## config.mk

```make
export PLATFORM = sky130hd
export DESIGN_NAME = baud_tick_gen_flat
export DESIGN_NICKNAME = d
export VERILOG_FILES = /design/src/rtl/baud_tick_gen_if.sv /design/src/rtl/baud_tick_gen.sv /design/src/flat_wrapper.sv
export SDC_FILE = /design/constraint.sdc
export NUM_CORES = 1
export LEC_CHECK = 0
export CAP_MARGIN = 40
export CORE_MARGIN = 4
export CORE_UTILIZATION = 35
export CTS_CLUSTER_SIZE = 20
export DETAILED_ROUTE_END_ITERATION = 16
export PLACE_DENSITY_LB_ADDON = 0.15
export SLEW_MARGIN = 25
export SYNTH_ARGS = -nofsm -noshare
export SYNTH_HDL_FRONTEND = slang
export SYNTH_SLANG_ARGS = --single-unit
```

## constraint.sdc

```tcl
create_clock -name clk -period 10.4 [get_ports clk]
set_input_delay 1.56 -clock clk [delete_from_list [all_inputs] [get_ports clk]]
set_output_delay 1.56 -clock clk [all_outputs]
set_load 0.005 [all_outputs]
```

## src/rtl/baud_tick_gen_if.sv

```systemverilog
// Bus bundle for baud_tick_gen: enable/restart control, runtime divisor and
// oversample configuration going in, and the three tick strobes coming out.
// The master side drives configuration; the slave side (the generator) drives ticks.
interface baud_tick_gen_if #(
    parameter int DIV_W  = 16,
    parameter int FRAC_W = 4,
    parameter int OSR_W  = 5
);
    logic              en;
    logic              restart;
    logic [DIV_W-1:0]  div_int;
    logic [FRAC_W-1:0] div_frac;
    logic [OSR_W-1:0]  osr;
    logic              s_tick;
    logic              mid_tick;
    logic              b_tick;

    modport master (
        output en, restart, div_int, div_frac, osr,
        input  s_tick, mid_tick, b_tick
    );

    modport slave (
        input  en, restart, div_int, div_frac, osr,
        output s_tick, mid_tick, b_tick
    );
endinterface

```

## src/rtl/baud_tick_gen.sv

```systemverilog
// Baud tick generator for the UART bit engines.
// A prescaler divides clk into an oversample tick (s_tick); a sample counter
// groups s_ticks into bits and flags the mid-bit sample (mid_tick) and the last
// sample of the bit (b_tick). Divisor and oversample ratio are held in shadow
// registers that only reload at a bit boundary, on restart, or when counting
// resumes, so mid-bit input changes never stretch or shrink the current bit.
// Optional build macro BAUD_FRAC_EN adds a fractional-divisor accumulator that
// lengthens selected s_tick periods by one clock; without it the period is
// exactly div_int+1 clocks and div_frac is ignored.
module baud_tick_gen #(
    parameter int DIV_W  = 16,
    parameter int FRAC_W = 4,
    parameter int OSR_W  = 5
) (
    input  logic               clk,
    input  logic               reset_n,
    baud_tick_gen_if.slave     bus
);

    // ------------------------------------------------------------------
    // State
    // ------------------------------------------------------------------
    logic              r_en_d;        // en seen on the previous clock
    logic [DIV_W-1:0]  r_div_int_q;   // shadow integer divisor
    logic [OSR_W-1:0]  r_osr_q;       // shadow oversample ratio
    logic [DIV_W:0]    r_cnt;         // prescaler, one bit wider than div_int
    logic [OSR_W-1:0]  r_scnt;        // sample index within the current bit
    logic              r_s_tick;
    logic              r_mid_tick;
    logic              r_b_tick;

    // ------------------------------------------------------------------
    // Decode
    // ------------------------------------------------------------------
    logic              w_first_en;    // first counting cycle after en was low
    logic [DIV_W-1:0]  w_div_eff;     // divisor in force this cycle
    logic [OSR_W-1:0]  w_osr_eff;     // oversample ratio in force this cycle
    logic              w_ext;         // one-clock period extension from the fraction
    logic [DIV_W:0]    w_limit;       // terminal prescaler count
    logic              w_wrap;        // prescaler wraps -> s_tick next cycle
    logic              w_bit_end;     // wrap on the last sample of a bit
    logic              w_mid_hit;     // wrap on the middle sample of a bit
    logic              w_capture;     // reload shadow configuration

    assign w_first_en = bus.en & ~r_en_d;

    // On the first cycle of a counting run the shadow copy is not loaded yet,
    // so the live inputs are used directly; this keeps the first period exact.
    assign w_div_eff = w_first_en ? bus.div_int : r_div_int_q;
    assign w_osr_eff = w_first_en ? bus.osr     : r_osr_q;

    // Width-extended sum cannot overflow, so div_int at its maximum plus a
    // fractional extension still compares correctly.
    assign w_limit = {1'b0, w_div_eff} + {{DIV_W{1'b0}}, w_ext};

    // Greater-or-equal rather than equality: if a resumed run loads a smaller
    // divisor than the count already reached, the period ends at once instead
    // of running the wide counter all the way round.
    assign w_wrap    = bus.en & ~bus.restart & (r_cnt >= w_limit);
    assign w_bit_end = w_wrap & (r_scnt >= w_osr_eff);
    assign w_mid_hit = w_wrap & (r_scnt == (w_osr_eff >> 1));

    assign w_capture = bus.restart | w_first_en | w_bit_end;

`ifdef BAUD_FRAC_EN
    // ------------------------------------------------------------------
    // Fractional accumulator
    // ------------------------------------------------------------------
    logic [FRAC_W-1:0] r_div_frac_q;  // shadow fractional divisor
    logic [FRAC_W-1:0] r_acc;         // fractional phase, wraps mod 2^FRAC_W
    logic              r_ext;         // carry out: next period one clock longer
    logic [FRAC_W-1:0] w_frac_eff;
    logic [FRAC_W:0]   w_acc_sum;

    assign w_frac_eff = w_first_en ? bus.div_frac : r_div_frac_q;
    assign w_acc_sum  = {1'b0, r_acc} + {1'b0, w_frac_eff};
    assign w_ext      = r_ext;

    // Accumulate the fraction once per s_tick period; carry stretches the next period.
    always_ff @(posedge clk or negedge reset_n) begin
        if (!reset_n) begin
            r_acc <= '0;
            r_ext <= 1'b0;
        end else if (bus.restart) begin
            r_acc <= '0;
            r_ext <= 1'b0;
        end else if (w_wrap) begin
            {r_ext, r_acc} <= w_acc_sum;
        end
    end

    // Fractional shadow reloads on the same events as the integer shadow.
    always_ff @(posedge clk or negedge reset_n) begin
        if (!reset_n) begin
            r_div_frac_q <= '0;
        end else if (w_capture) begin
            r_div_frac_q <= bus.div_frac;
        end
    end
`else
    // Integer-only build: no period extension, div_frac has no effect.
    logic w_unused_div_frac;

    assign w_ext             = 1'b0;
    assign w_unused_div_frac = ^bus.div_frac;
`endif

    // ------------------------------------------------------------------
    // Sequential logic
    // ------------------------------------------------------------------

    // Remember en so a rising enable can be recognised as a fresh run.
    // NOTE: every register here is a small control/state flop, so all of them
    // take the async reset; state updates use non-blocking assignments so
    // each block reads the pre-edge value of every other register.
    always_ff @(posedge clk or negedge reset_n) begin
        if (!reset_n) begin
            r_en_d <= 1'b0;
        end else begin
            r_en_d <= bus.en;
        end
    end

    // Shadow configuration: reload only at safe points so a bit in progress
    // keeps the timing it started with.
    always_ff @(posedge clk or negedge reset_n) begin
        if (!reset_n) begin
            r_div_int_q <= '0;
            r_osr_q     <= '0;
        end else if (w_capture) begin
            r_div_int_q <= bus.div_int;
            r_osr_q     <= bus.osr;
        end
    end

    // Prescaler and sample counter; restart clears both regardless of en,
    // and a low en freezes them where they are.
    always_ff @(posedge clk or negedge reset_n) begin
        if (!reset_n) begin
            r_cnt  <= '0;
            r_scnt <= '0;
        end else if (bus.restart) begin
            r_cnt  <= '0;
            r_scnt <= '0;
        end else if (bus.en) begin
            if (w_wrap) begin
                r_cnt  <= '0;
                r_scnt <= w_bit_end ? '0 : r_scnt + OSR_W'(1);
            end else begin
                r_cnt  <= r_cnt + (DIV_W + 1)'(1);
            end
        end
    end

    // Registered strobes, all three aligned to the same cycle; the wrap terms
    // are already gated by en and restart, so the strobes drop when either acts.
    always_ff @(posedge clk or negedge reset_n) begin
        if (!reset_n) begin
            r_s_tick   <= 1'b0;
            r_mid_tick <= 1'b0;
            r_b_tick   <= 1'b0;
        end else begin
            r_s_tick   <= w_wrap;
            r_mid_tick <= w_mid_hit;
            r_b_tick   <= w_bit_end;
        end
    end

    assign bus.s_tick   = r_s_tick;
    assign bus.mid_tick = r_mid_tick;
    assign bus.b_tick   = r_b_tick;

endmodule

```

## src/flat_wrapper.sv

```systemverilog
// flat-port wrapper written by rule: the top's interface ports become plain ports
module baud_tick_gen_flat 
#(
    parameter int DIV_W  = 16,
    parameter int FRAC_W = 4,
    parameter int OSR_W  = 5
)
  (clk, reset_n, bus_en, bus_restart, bus_div_int, bus_div_frac, bus_osr, bus_s_tick, bus_mid_tick, bus_b_tick);
  baud_tick_gen_if #(.DIV_W(DIV_W), .FRAC_W(FRAC_W), .OSR_W(OSR_W)) bus_i ();
  input  logic clk;
  input  logic reset_n;
  input wire logic [$bits(bus_i.en)-1:0] bus_en;
  input wire logic [$bits(bus_i.restart)-1:0] bus_restart;
  input wire logic [$bits(bus_i.div_int)-1:0] bus_div_int;
  input wire logic [$bits(bus_i.div_frac)-1:0] bus_div_frac;
  input wire logic [$bits(bus_i.osr)-1:0] bus_osr;
  output wire logic [$bits(bus_i.s_tick)-1:0] bus_s_tick;
  output wire logic [$bits(bus_i.mid_tick)-1:0] bus_mid_tick;
  output wire logic [$bits(bus_i.b_tick)-1:0] bus_b_tick;
  assign bus_i.en = bus_en;
  assign bus_i.restart = bus_restart;
  assign bus_i.div_int = bus_div_int;
  assign bus_i.div_frac = bus_div_frac;
  assign bus_i.osr = bus_osr;
  assign bus_s_tick = bus_i.s_tick;
  assign bus_mid_tick = bus_i.mid_tick;
  assign bus_b_tick = bus_i.b_tick;
  baud_tick_gen #(.DIV_W(DIV_W), .FRAC_W(FRAC_W), .OSR_W(OSR_W)) u_core (.clk(clk), .reset_n(reset_n), .bus(bus_i));
endmodule
```

# == Yosys cells after proc, flatten, opt, wreduce, memory -nomap -nowiden ==
# Index checks and enable logic that the tools add are counted.
# op_classes
bitwise,9
addsub,2
muxes,9
order_cmp,2
n_reduce_logical,3
n_eq_ne,1
# op_table
cell,count
17-bit 2-to-1 mux,3
5-bit 2-to-1 mux,5
"17-bit by 1-bit adder with 17-bit output, second input constant",1
17-bit by 16-bit greater-or-equal comparator with 1-bit output,1
16-bit 2-to-1 mux,1
"5-bit by 1-bit adder with 5-bit output, second input constant",1
1-bit bitwise AND,5
5-bit by 4-bit equality test with 1-bit output,1
5-bit greater-or-equal comparator,1
2-bit nonzero test,2
1-bit NOT,2
1-bit OR,2
2-bit AND reduction,1
# totals
register_bits,47
elab_cells,34
output_inout_bits,3
input_bits,29

# == Longest topological paths before layout ==
# depth
word_depth,10
depth_mapped,15
ltp_nobuf,11

# == Worst setup path before layout ==
# OpenSTA, ideal clock, no wires.
# synth_path
path_kind,input port to flip-flop
startpoint,input port bus_en
endpoint,register u_core.r_div_int_q[0]
slack_ps,5707
setup_ps,125
path_buffers,5
t_arrival_ps,4568
path_stages,14
required_time_ps,10275
path_cell_list,buf_2 -> nand2b_1 -> clkbuf_1 -> buf_2 -> buf_2 -> mux2i_1 -> ha_1 -> a21oi_1 -> o21ai_0 -> a2111o_1 -> a31oi_2 -> o311a_4 -> buf_12 -> mux2_4
# synth_via
elab_chain_cells,6
word_cells_on_any_way,10
cone_classes,2 x order compare; 2 x mux; 6 x bitwise
# synth_rtl
item,line,rtl
from (decl),flat_wrapper.sv:12,input wire logic [$bits(bus_i.en)-1:0] bus_en;
1-bit bitwise AND,baud_tick_gen.sv:45,assign w_first_en = bus.en & ~r_en_d;
16-bit 2-to-1 mux,baud_tick_gen.sv:49,assign w_div_eff = w_first_en ? bus.div_int : r_div_int_q;
17-bit by 16-bit greater-or-equal comparator with 1-bit output,baud_tick_gen.sv:59,assign w_wrap = bus.en & ~bus.restart & (r_cnt >= w_limit);
1-bit bitwise AND,baud_tick_gen.sv:59,
1-bit bitwise AND,baud_tick_gen.sv:60,assign w_bit_end = w_wrap & (r_scnt >= w_osr_eff);
1-bit OR *,baud_tick_gen.sv:63,assign w_capture = bus.restart | w_first_en | w_bit_end;
to (signal assigned),baud_tick_gen.sv:131,r_div_int_q <= bus.div_int;
to (decl),baud_tick_gen.sv:24,logic [DIV_W-1:0] r_div_int_q;
# Every way passes the cells marked *; elsewhere a longest branch is shown, timed or not.
# A chain may end at the register's enable or synchronous reset.

# == Final worst setup path ==
# layout_path
startpoint,input port bus_en
endpoint,register u_core.r_div_int_q[3]
# Same word-level chain as after synthesis.

==> metrics.txt <==
Die H=99.3 um; met2 wire length=2750 um; slack of the critical path=between 4 and 5 ns; non-filler cells, final=400; fill count=approximately 810; Final Max Slew Viols=0; Worst Max-Slew Pin Slew=slightly above 0.8 ns; top layer in use=met4; metal3 WL=roughly 160 um; crit path launch type=primary input; crit path capture type=flop; dpl hpwl=between 4000 and 5000 um; M1 wire length=3030 um; clock-pin transition on the worst setup and hold timing paths=~0.090 ns; Worst-Skew Late Latency=0.30 ns; cts bufs inserted=5; reg2reg setup slack=approximately 6.5 ns; Pwr Density=approximately 110 nW/um2; Total Routing Usage GR=between 10% and 20%; Core Util, Final=just over 40%; worst endpoint data arrival time=5.74 ns; final hold violation count=0; Die X=around 99 um; final worst path period need=roughly 5.6 ns; Setup WS pre-CTS=roughly 4.5 ns; Peak VDD IR=between 50 and 60 uV; Post-CTS Hold Fix Bufs=0; Initial Utilization=roughly 36%; period utilization=between 50% and 60%; Critical Path Slowest Stage Cell=a31oi_2; fraction of layout instances using a drive strength above 1=12.5%; Placed Instances=392; I/O Pins=32; CP max stage delay=0.65 ns; clock skew=~0.0075 ns; Pwr Total=roughly 0.38 mW; Max Cap Violations=0; P_leak=between 1.5 and 2 nW; H-tree Lvls=2; Syn Inst Count=268; worst path buffer plus inverter count=2; final setup TNS=0 ns; antenna cell count=0; Post-Syn Area per Cell=10.9 um2; Via Count=2,028; DRC Markers=0; vias in the first global route=2,097; synthesis-to-finish area growth=15.1%; mapped cell area=2920 um2; area taken by multi-input logic gates=1640 um2; post-cts resize count=0; status=finished clean; Max clock buf depth=2; Fmax achieved=between 150 and 200 MHz; # setup viols final=0; total wire length=between 6000 and 7000 um; Setup Buffers After CTS=0; Std-Cell Rows=33; Register Area=1180 um2; GRT overflow=0; Initial DRT Pass Iterations=4; drt wl/cell=around 15 um; unrepaired setup endpoints after global routing=false; CP required=between 10 and 15 ns; Nets=346; Starting DRT DRC Count=around 120; Seq/Total Area, Yosys=40.3%; worst rel slew slack=a little under half; Netlist cell types=44; largest net degree at the start of global routing=between 40 and 50; worst path cell trace=clkdlybuf4s50_1 > nand2b_1 > buf_4 > mux2i_1 > ha_1 > a21oi_1 > o21ai_0 > a2111o_1 > a31oi_2 > o311a_4 > mux2_2; routability cong.=0.766; vias per cell=between 5 and 6; TritonCTS clock tree=yes; crit path kind=in2reg; root buffer cell=clkbuf_8; initial antenna violation count=0; Buffers on Ports=27; core area=slightly above 8000 um2; yosys warns=0; die area=9870 um2; hold crit path type=reg2reg; CP max FO=21; CP top delay family=compound AO/OA/AOI/OAI gates; Final ANT Viol Nets=0; global-route wire length before repair=10,500 um; Clock Sinks=47; Syn Nets=320; synthesis-stage register bit count=47
## layer usage
metal	track usage [%]	vias to the layer above
met5	0	-
met3	2.31	8
met1	18.5	983
met4	3.89	0
li1	-	1015
met2	20.9	22
## stage by stage
step	cell area (um2)	hold slack, ns
6_report	3360	0.490
3_3_place_gp	3260	0.486
2_1_floorplan	2920	0.453
3_5_place_dp	3260	0.477
4_1_cts	3360	0.496
5_1_grt	3360	0.524
## worst paths after layout
kind / start / cells past startpoint / endpoint
min in group asynchronous: reset_n / 2 / u_core.r_osr_q[4]$_DFFE_PN0P_
hold reg to reg: u_core.r_scnt[4]$_DFFE_PN0P_ / 1 / u_core.bus.mid_tick$_DFF_PN0_
max in group asynchronous: reset_n / 2 / u_core.r_div_int_q[14]$_DFFE_PN0P_
setup / recovery: bus_en / 11 / u_core.r_div_int_q[3]$_DFFE_PN0P_
setup reg to reg: u_core.r_en_d$_DFF_PN0_ / 10 / u_core.r_div_int_q[3]$_DFFE_PN0P_
hold / removal: u_core.r_scnt[4]$_DFFE_PN0P_ / 1 / u_core.bus.mid_tick$_DFF_PN0_
## area by class of cell
type / instances / share of cell area, %
multi-input cells: 204 / 48.9
clock buffers: 8 / 2.98
inverters: 6 / 0.670
repair buffers: 30 / 8.56
well taps: 105 / 3.91
flip-flops and latches: 47 / 35.0
## sequential cells by signal (all words and copies together) (netlist names)
register	cells
u_core.r_cnt	17
u_core.r_osr_q	5
u_core.bus.b_tick	1
u_core.bus.mid_tick	1
u_core.r_en_d	1
u_core.bus.s_tick	1
u_core.r_scnt	5
u_core.r_div_int_q	16
## worst register-to-register path: stages, from the launching register on
cell	delay, ns
dfrtp_1	0.34
nand2b_1	0.22
buf_4	0.37
mux2i_1	0.26
ha_1	0.26
a21oi_1	0.13
o21ai_0	0.14
a2111o_1	0.45
a31oi_2	0.65
o311a_4	0.58
mux2_2	0.39
## cell usage after synthesis (all sizes together)
master,count,share of area (%)
nand2b,3,0.64
nor3,3,0.69
a211oi,1,0.26
dfrtp,47,40
mux2,21,11
nor4bb,1,0.34
a41o,1,0.34
or2,1,0.21
nor4,4,0.86
nand4,2,0.43
nor4b,2,0.60
and4,2,0.60
a21oi,9,1.5
nor3b,2,0.51
xor2,8,2.4
o21ai,18,3.1
a31oi,3,0.86
o311a,2,1.1
clkbuf,5,0.64
buf,6,2.1
nor2b,1,0.21
o31ai,2,0.51
a32o,1,0.34
nand4b,5,2.0
and3,6,1.3
xnor2,6,1.8
nor2,23,3.0
nand2,21,2.7
mux2i,19,6.5
and2,1,0.21
inv,5,0.64
clkinv,1,0.13
a2111o,1,0.39
o311ai,1,0.30
nand3,9,1.5
a21o,2,0.51
ha,23,9.9
## power by group
part / leakage (nW) / total (mW) / switching, mW / internal, mW
clock: 0.0515 / 0.120 / 0.0590 / 0.0607
sequential: 0.605 / 0.197 / 0.00537 / 0.192
combinational: 0.948 / 0.0663 / 0.0317 / 0.0346
## cell usage in the layout, fill, tap and decap left out, types with 3 or more instances in the layout
master and n:
a21oi_1 9, and3_1 6, buf_4 3, clkbuf_8 7, clkdlybuf4s50_1 26, dfrtp_1 47
ha_1 23, inv_1 5, mux2_4 20, mux2i_1 19, nand2_1 21, nand2b_1 3
nand3_1 9, nand4b_1 4, nor2_1 23, nor4_1 4, o21ai_0 17, xnor2_1 6
xor2_1 8
## logic make-up (layout without fill, tap and decap cells)
group | count (synthesis) | after routing | share of synthesized area [%]
AO/OA/AOI/OAI | 41 | 41 | 9.21
XOR/XNOR | 14 | 14 | 4.20
adder cells (fa/ha/maj) | 23 | 23 | 9.85
buffers and inverters | 17 | 44 | 3.47
flip-flops | 47 | 47 | 40.3
multiplexers | 40 | 40 | 17.2
AND/OR/NAND/NOR | 86 | 86 | 15.8
Power figures use the tool's default switching activity.
